## src/rtl/addsh_arbiter.sv

```systemverilog
// addsh_arbiter: round-robin arbiter in front of a shared add-then-shift datapath.
// Two requesters submit {op1, op2, sel}. The block adds the operands with carry,
// shifts the sum right by 0/1/2/5 and returns the result tagged with the requester id.
// Optional feature: define ADDSH_FASTPATH_EN to let sel==00 operations skip SHIFT
// and respond straight from ADD.
module addsh_arbiter #(
    parameter int unsigned WIDTH = 8
) (
    input  logic             clk,
    input  logic             rst_n,
    input  logic             req0_valid,
    output logic             req0_ready,
    input  logic [WIDTH-1:0] req0_op1,
    input  logic [WIDTH-1:0] req0_op2,
    input  logic [1:0]       req0_sel,
    input  logic             req1_valid,
    output logic             req1_ready,
    input  logic [WIDTH-1:0] req1_op1,
    input  logic [WIDTH-1:0] req1_op2,
    input  logic [1:0]       req1_sel,
    output logic             rsp_valid,
    input  logic             rsp_ready,
    output logic             rsp_id,
    output logic [WIDTH:0]   rsp_data
);

    localparam int unsigned RES_W = WIDTH + 1;

    typedef enum logic [1:0] {
        IDLE  = 2'd0,
        ADD   = 2'd1,
        SHIFT = 2'd2,
        RESP  = 2'd3
    } state_t;

    state_t             state;
    state_t             state_d;
    logic [WIDTH-1:0]   op1_r;
    logic [WIDTH-1:0]   op1_d;
    logic [WIDTH-1:0]   op2_r;
    logic [WIDTH-1:0]   op2_d;
    logic [1:0]         sel_r;
    logic [1:0]         sel_d;
    logic               id_r;
    logic               id_d;
    logic               last_grant;
    logic               last_grant_d;
    logic [RES_W-1:0]   sum_r;
    logic [RES_W-1:0]   sum_d;
    logic [RES_W-1:0]   sum_add;
    logic [RES_W-1:0]   shifted;
    logic               rsp_valid_d;
    logic               rsp_id_d;
    logic [RES_W-1:0]   rsp_data_d;
    logic               grant_any;
    logic               grant_id;

    // Round-robin pick: a lone requester wins; on contention the one not served last wins.
    always_comb begin
        grant_any = (state == IDLE) && (req0_valid || req1_valid);
        grant_id  = (req0_valid && req1_valid) ? ~last_grant : ~req0_valid;
    end

    // Ready is offered only to the granted requester, and never while reset is asserted.
    always_comb begin
        req0_ready = rst_n && grant_any && !grant_id;
        req1_ready = rst_n && grant_any && grant_id;
    end

    // Full-width add; the top bit carries out so no sum can overflow.
    always_comb begin
        sum_add = {1'b0, op1_r} + {1'b0, op2_r};
    end

    // Logical right shift selected by the latched sel code (00/01/10/11 -> 0/1/2/5).
    always_comb begin
        case (sel_r)
            2'b00:   shifted = sum_r;
            2'b01:   shifted = sum_r >> 1;
            2'b10:   shifted = sum_r >> 2;
            default: shifted = sum_r >> 5;
        endcase
    end

    // Next-state and datapath control for IDLE -> ADD -> SHIFT -> RESP.
    always_comb begin
        state_d      = state;
        op1_d        = op1_r;
        op2_d        = op2_r;
        sel_d        = sel_r;
        id_d         = id_r;
        last_grant_d = last_grant;
        sum_d        = sum_r;
        rsp_valid_d  = rsp_valid;
        rsp_id_d     = rsp_id;
        rsp_data_d   = rsp_data;
        case (state)
            IDLE: begin
                if (grant_any) begin
                    op1_d        = grant_id ? req1_op1 : req0_op1;
                    op2_d        = grant_id ? req1_op2 : req0_op2;
                    sel_d        = grant_id ? req1_sel : req0_sel;
                    id_d         = grant_id;
                    last_grant_d = grant_id;
                    state_d      = ADD;
                end
            end
            ADD: begin
                sum_d   = sum_add;
                state_d = SHIFT;
`ifdef ADDSH_FASTPATH_EN
                if (sel_r == 2'b00) begin
                    rsp_data_d  = sum_add;
                    rsp_id_d    = id_r;
                    rsp_valid_d = 1'b1;
                    state_d     = RESP;
                end
`endif
            end
            SHIFT: begin
                rsp_data_d  = shifted;
                rsp_id_d    = id_r;
                rsp_valid_d = 1'b1;
                state_d     = RESP;
            end
            RESP: begin
                if (rsp_ready) begin
                    rsp_valid_d = 1'b0;
                    state_d     = IDLE;
                end
            end
            default: begin
                state_d = IDLE;
            end
        endcase
    end

    // State, operand and response registers; reset discards any in-flight operation.
    always_ff @(posedge clk or negedge rst_n) begin
        if (!rst_n) begin
            state      <= IDLE;
            op1_r      <= '0;
            op2_r      <= '0;
            sel_r      <= '0;
            id_r       <= 1'b0;
            last_grant <= 1'b1;
            sum_r      <= '0;
            rsp_valid  <= 1'b0;
            rsp_id     <= 1'b0;
            rsp_data   <= '0;
        end else begin
            state      <= state_d;
            op1_r      <= op1_d;
            op2_r      <= op2_d;
            sel_r      <= sel_d;
            id_r       <= id_d;
            last_grant <= last_grant_d;
            sum_r      <= sum_d;
            rsp_valid  <= rsp_valid_d;
            rsp_id     <= rsp_id_d;
            rsp_data   <= rsp_data_d;
        end
    end

endmodule

```

## config.mk

```make
export PLATFORM = sky130hd
export DESIGN_NAME = addsh_arbiter
export DESIGN_NICKNAME = d
export VERILOG_FILES = /design/src/rtl/addsh_arbiter.sv
export SDC_FILE = /design/constraint.sdc
export NUM_CORES = 1
export LEC_CHECK = 0
export BUFFER_PORTS_ARGS = -buffer_cell sky130_fd_sc_hd__buf_2
export CAP_MARGIN = 5
export CORE_MARGIN = 8
export CORE_UTILIZATION = 40
export CTS_BUF_LIST = sky130_fd_sc_hd__clkbuf_8
export DETAILED_ROUTE_END_ITERATION = 16
export PLACE_DENSITY = 0.59
export SYNTH_ARGS = -nofsm -noshare
export SYNTH_HDL_FRONTEND = slang
export SYNTH_SLANG_ARGS = --single-unit
export TNS_END_PERCENT = 100
```

## constraint.sdc

```tcl
create_clock -name clk -period 2.5 [get_ports clk]
set_input_delay 0.125 -clock clk [delete_from_list [all_inputs] [get_ports clk]]
set_output_delay 0.125 -clock clk [all_outputs]
set_load 0.1 [all_outputs]
```

Word level (Yosys, flattened, before mapping)
Cells that the tools add are included.
- flip-flop bits (word level): 42
- logic and storage cells: 43
- eq/ne operators: 7
- $add $sub $neg: 1
- muxes and demuxes: 10
- reduce and logical (&&, ||, !) cells: 13
- bitwise logic cells: 2
- operators by type and width (kind ; number):
    $pmux W9 S3 ; 1
    $mux W8 ; 2
    $add A8 B8 Y9 ; 1
    $pmux W2 S4 ; 1
    $eq A2 B2 Y1 const B ; 3
    $mux W2 ; 3
    $reduce_and A2 Y1 ; 3
    $logic_and A1 B1 Y1 ; 5
    $eq A2 B1 Y1 const B ; 2
    $logic_not A2 Y1 ; 2
    $ne A2 B2 Y1 const B ; 2
    $mux W1 ; 2
    $not A1 Y1 ; 2
    $pmux W1 S2 ; 1
    $reduce_bool A2 Y1 ; 1
    $logic_not A1 Y1 ; 1
    $logic_or A1 B1 Y1 ; 1

Depth between registers and ports, before layout
- depth after elaboration: 4
- depth in mapped cells: 6
- depth with buffers taken out: 6

Least setup slack after synthesis
Ideal clock, no wire load.
- path kind: register to output
- from: register state[0]
- to: output port req0_ready
- slack: 0.155 ns
- required time: 2.375 ns
- data arrival time: 2.220 ns
- buffers on the path: 0
- stages on the path, launching flop included: 6
- cells stage by stage: dfrtp_1 inv_1 ha_1 nor2b_1 nand2_1 nor2_1
- word-level cells in the longest chain between the ends: 4
- RTL lines (item ; line ; source):
    from (decl) ; 36 ; state_t state;
    from (signal assigned) ; 152 ; state <= state_d;
    $logic_not A2 Y1 ; 60 ; grant_any = (state == IDLE) && (req0_valid || req1_valid);
    $logic_and A1 B1 Y1 ; 60 ;
    $logic_and A1 B1 Y1 (2 in a row) ; 66 ; req0_ready = rst_n && grant_any && !grant_id;
    to (decl) ; 12 ; output logic req0_ready,
Every way passes these cells.

Worst setup path after layout
- from: register op1_r[0]
- to: register sum_r[6]
- word-level cells in the longest chain between the ends: 1
- RTL lines (item ; line ; source):
    from (decl) ; 38 ; logic [WIDTH-1:0] op1_r;
    from (signal assigned) ; 153 ; op1_r <= op1_d;
    $add A8 B8 Y9 ; 72 ; sum_add = {1'b0, op1_r} + {1'b0, op2_r};
    to (signal assigned) ; 158 ; sum_r <= sum_d;
    to (decl) ; 48 ; logic [RES_W-1:0] sum_r;
Every way passes these cells.
A chain may end at the register's enable or synchronous reset.

==> flow_metrics.tcl <==
set metrics [dict create \
    synth.net_count 274 \
    die_y_microns 92.9 \
    cp.arrival_ns 2.29 \
    final_common_cell "buf_2" \
    clk_pin_slew_ns 0.08 \
    cpMaxStageDelayCell "fa_1" \
    tritoncts "built" \
    finalHoldViolations 41 \
    place.gp.congestion 0.820 \
    fin_crit_ns 2.11 \
    synth_ff_type "dfrtp_1" \
    grt_pass1_vias 1806 \
    power_density_nw_per_um2 1500 \
    yosys-top-cells-area "dfrtp_1 (43%), mux2i_1 (9.7%), ha_1 (6.4%)" \
    ant_nets 0 \
    fin_setup_tns_ns 0 \
    overflow 0 \
    grt_max_degree 43 \
    io_pins 54 \
    clk_latency_ns 0.29 \
    comb_power_share 0.581 \
    remaining_drc_errors 0 \
    die_w_microns 92.9 \
    rsz0062_at_grt "false" \
    yosysTopAreaCellShare 0.434 \
    first_pass_iters 4 \
    drive_gt1_frac 0.292 \
    ctsResizeCount 0 \
    mostFrequentLayoutCells "buf_2 (53), dfrtp_1 (41), o21ai_0 (30)" \
    nets 326 \
    slew_viol_final 0 \
    place_hpwl_mm 3.66 \
    initial_core_util 0.406 \
    antenna_found_initial 0 \
    yosysTopAreaCell "dfrtp_1" \
    p_clk_frac 0.103 \
    p_leak_uw 0.00136 \
    timing.final.ws_setup_ns 0.387 \
    min_path_type "primary input to async pin" \
    rows 28 \
    grt_pass1_wl_mm 8.11 \
    vias_per_cell 5.10 \
    cts-hold-fix-buffers 0 \
    wl_mm 4.72 \
    antenna_cells 0 \
    worst_pin_slew_ns 1.13 \
    violations "negative hold slack" \
    status "complete, but fails checks" \
    pre_cts_slack_ns 0.388 \
    critPathRequiredTime_ns 2.68 \
    relSlewSlack 0.244 \
    drt-initial-drc-count 38 \
    htree_levels 2 \
    internal_power_uw 2150 \
    final_util 0.476 \
    peakVddDrop_mv 0.742 \
    dieArea_sq_um 8620 \
    finalSetupViolations 0 \
    syn_area_per_cell_sq_um 10.7 \
    end_kind "flip-flop" \
    wl_per_cell_microns 13.7 \
    crit_buf_inv 0 \
    path_max_fanout 3 \
    synthArstFlopShare 1.00 \
    yosysUniqueCellTypes 40 \
    syn_area_sq_um 2360 \
    switching_power_uw 2000 \
    worstPathCellList "ha_1, fa_1, a211o_1, a21oi_1, o311ai_0, a41o_1" \
    fin_crit_sh 0.845 \
    seqPwrFrac 0.316 \
    coreArea_sq_um 5820 \
    clock-skew-final_ns 0.00533 \
    fin_cells 346 \
    drv_cap 0 \
    area_growth_pct 17.3 \
    cts_setup_buffers 0 \
    synth-seq-cells 42 \
    synth_cells 220 \
    cts_sinks 42 \
    criticalPathCategory "flip-flop to flip-flop" \
    place_inst 340 \
    synth_edf_count 0 \
    switching_share 0.482 \
    port_buffers 53 \
    max_stage_delay_ns 0.43 \
    grt_usage 0.116 \
    holdWs_ns -0.0280 \
    p_total_uw 4150 \
    clockBufferDepth 2 \
    seq_area_frac_synth 0.445 \
    cts_buffers 5 \
    vias 1763 \
    crit_path_start_kind "flip-flop" \
    fmax_mhz 473 \
    path_delay_family "compound AO/OA/AOI/OAI gates" \
    ys_warn_count 0 \
    clockRootBuffer "clkbuf_8" \
]
## path summary, 6_finish.rpt
path	startpoint	endpoint	slack [ns]	depth (start not counted)
min reg2reg	op2_r[5]	op2_r[5]	0.49	2
max in group asynchronous	rst_n	last_grant	2.15	2
max	op1_r[0]	sum_r[6]	0.39	6
min in group clk	rsp_ready	rsp_valid	0.05	2
max reg2reg	op1_r[0]	sum_r[6]	0.39	6
min	rst_n	rsp_data[2]	-0.03	2
## layer usage
metal,GRT usage,wire length (microns)
met4,0.0443,76
met1,0.148,2280
met2,0.184,2140
met5,0,0
met3,0.0283,220
## flip-flops by register name, indices dropped and copies added, names as in the netlist
signal / cells
rsp_data: 9
rsp_valid: 1
sel_r: 2
id_r: 1
sum_r: 9
op2_r: 8
op1_r: 8
rsp_id: 1
last_grant: 1
state: 2
## layout make-up
type	instances	area [sq um]
clock buffer	6	82.6
timing repair buffer	56	288
inverter	8	30.0
multi-input combinational	159	1220
sequential	42	1050
tap	75	93.8
fill	581	3050
## power groups by stage
| stage | clock [uW] | combinational, uW | sequential, uW |
|---|---|---|---|
| final | 426 | 2410 | 1310 |
| after global routing | 471 | 2660 | 1380 |
| after CTS | 445 | 2440 | 1320 |
| after detailed placement | 0 | 2430 | 1330 |
| after global placement | 0 | 2410 | 1310 |
| after floorplan | 0 | 1470 | 1840 |
## through the flow
stage               hold slack (ns)  cell area (sq um)
global route                 0.0435               2770
finish                      -0.0280               2770
global placement              0.336               2690
detailed placement            0.335               2690
floorplan                    -0.171               2360
CTS                          0.0175               2770
## cell families (layout without fill, tap and decap cells)
group                      after synthesis  after routing  share of synthesized area
AOI/OAI and AO/OA                       57             57                      0.145
and+or+nand+nor                         47             47                     0.0885
DFF                                     42             42                      0.445
muxes                                   40             40                      0.204
buffers and inverters                   19             70                     0.0381
adders and majority gates               13             13                     0.0720
xor gates and xnor gates                 2              2                    0.00742
## synth_stat cells, types with 2 or more instances
master / n
a211oi_1: 3
mux4_1: 3
a31oi_1: 2
o21ai_0: 30
nand2_1: 25
dfrtp_1: 41
clkbuf_1: 5
ha_1: 12
a21oi_1: 7
nand3_1: 3
nor2_1: 10
o22ai_1: 2
mux2i_1: 23
nor3b_1: 2
o32ai_1: 2
buf_2: 3
a21o_1: 2
mux2_2: 12
buf_4: 2
xnor2_1: 2
inv_1: 8
nor2b_1: 3
Note: power is estimated with default switching activity, not from simulation.
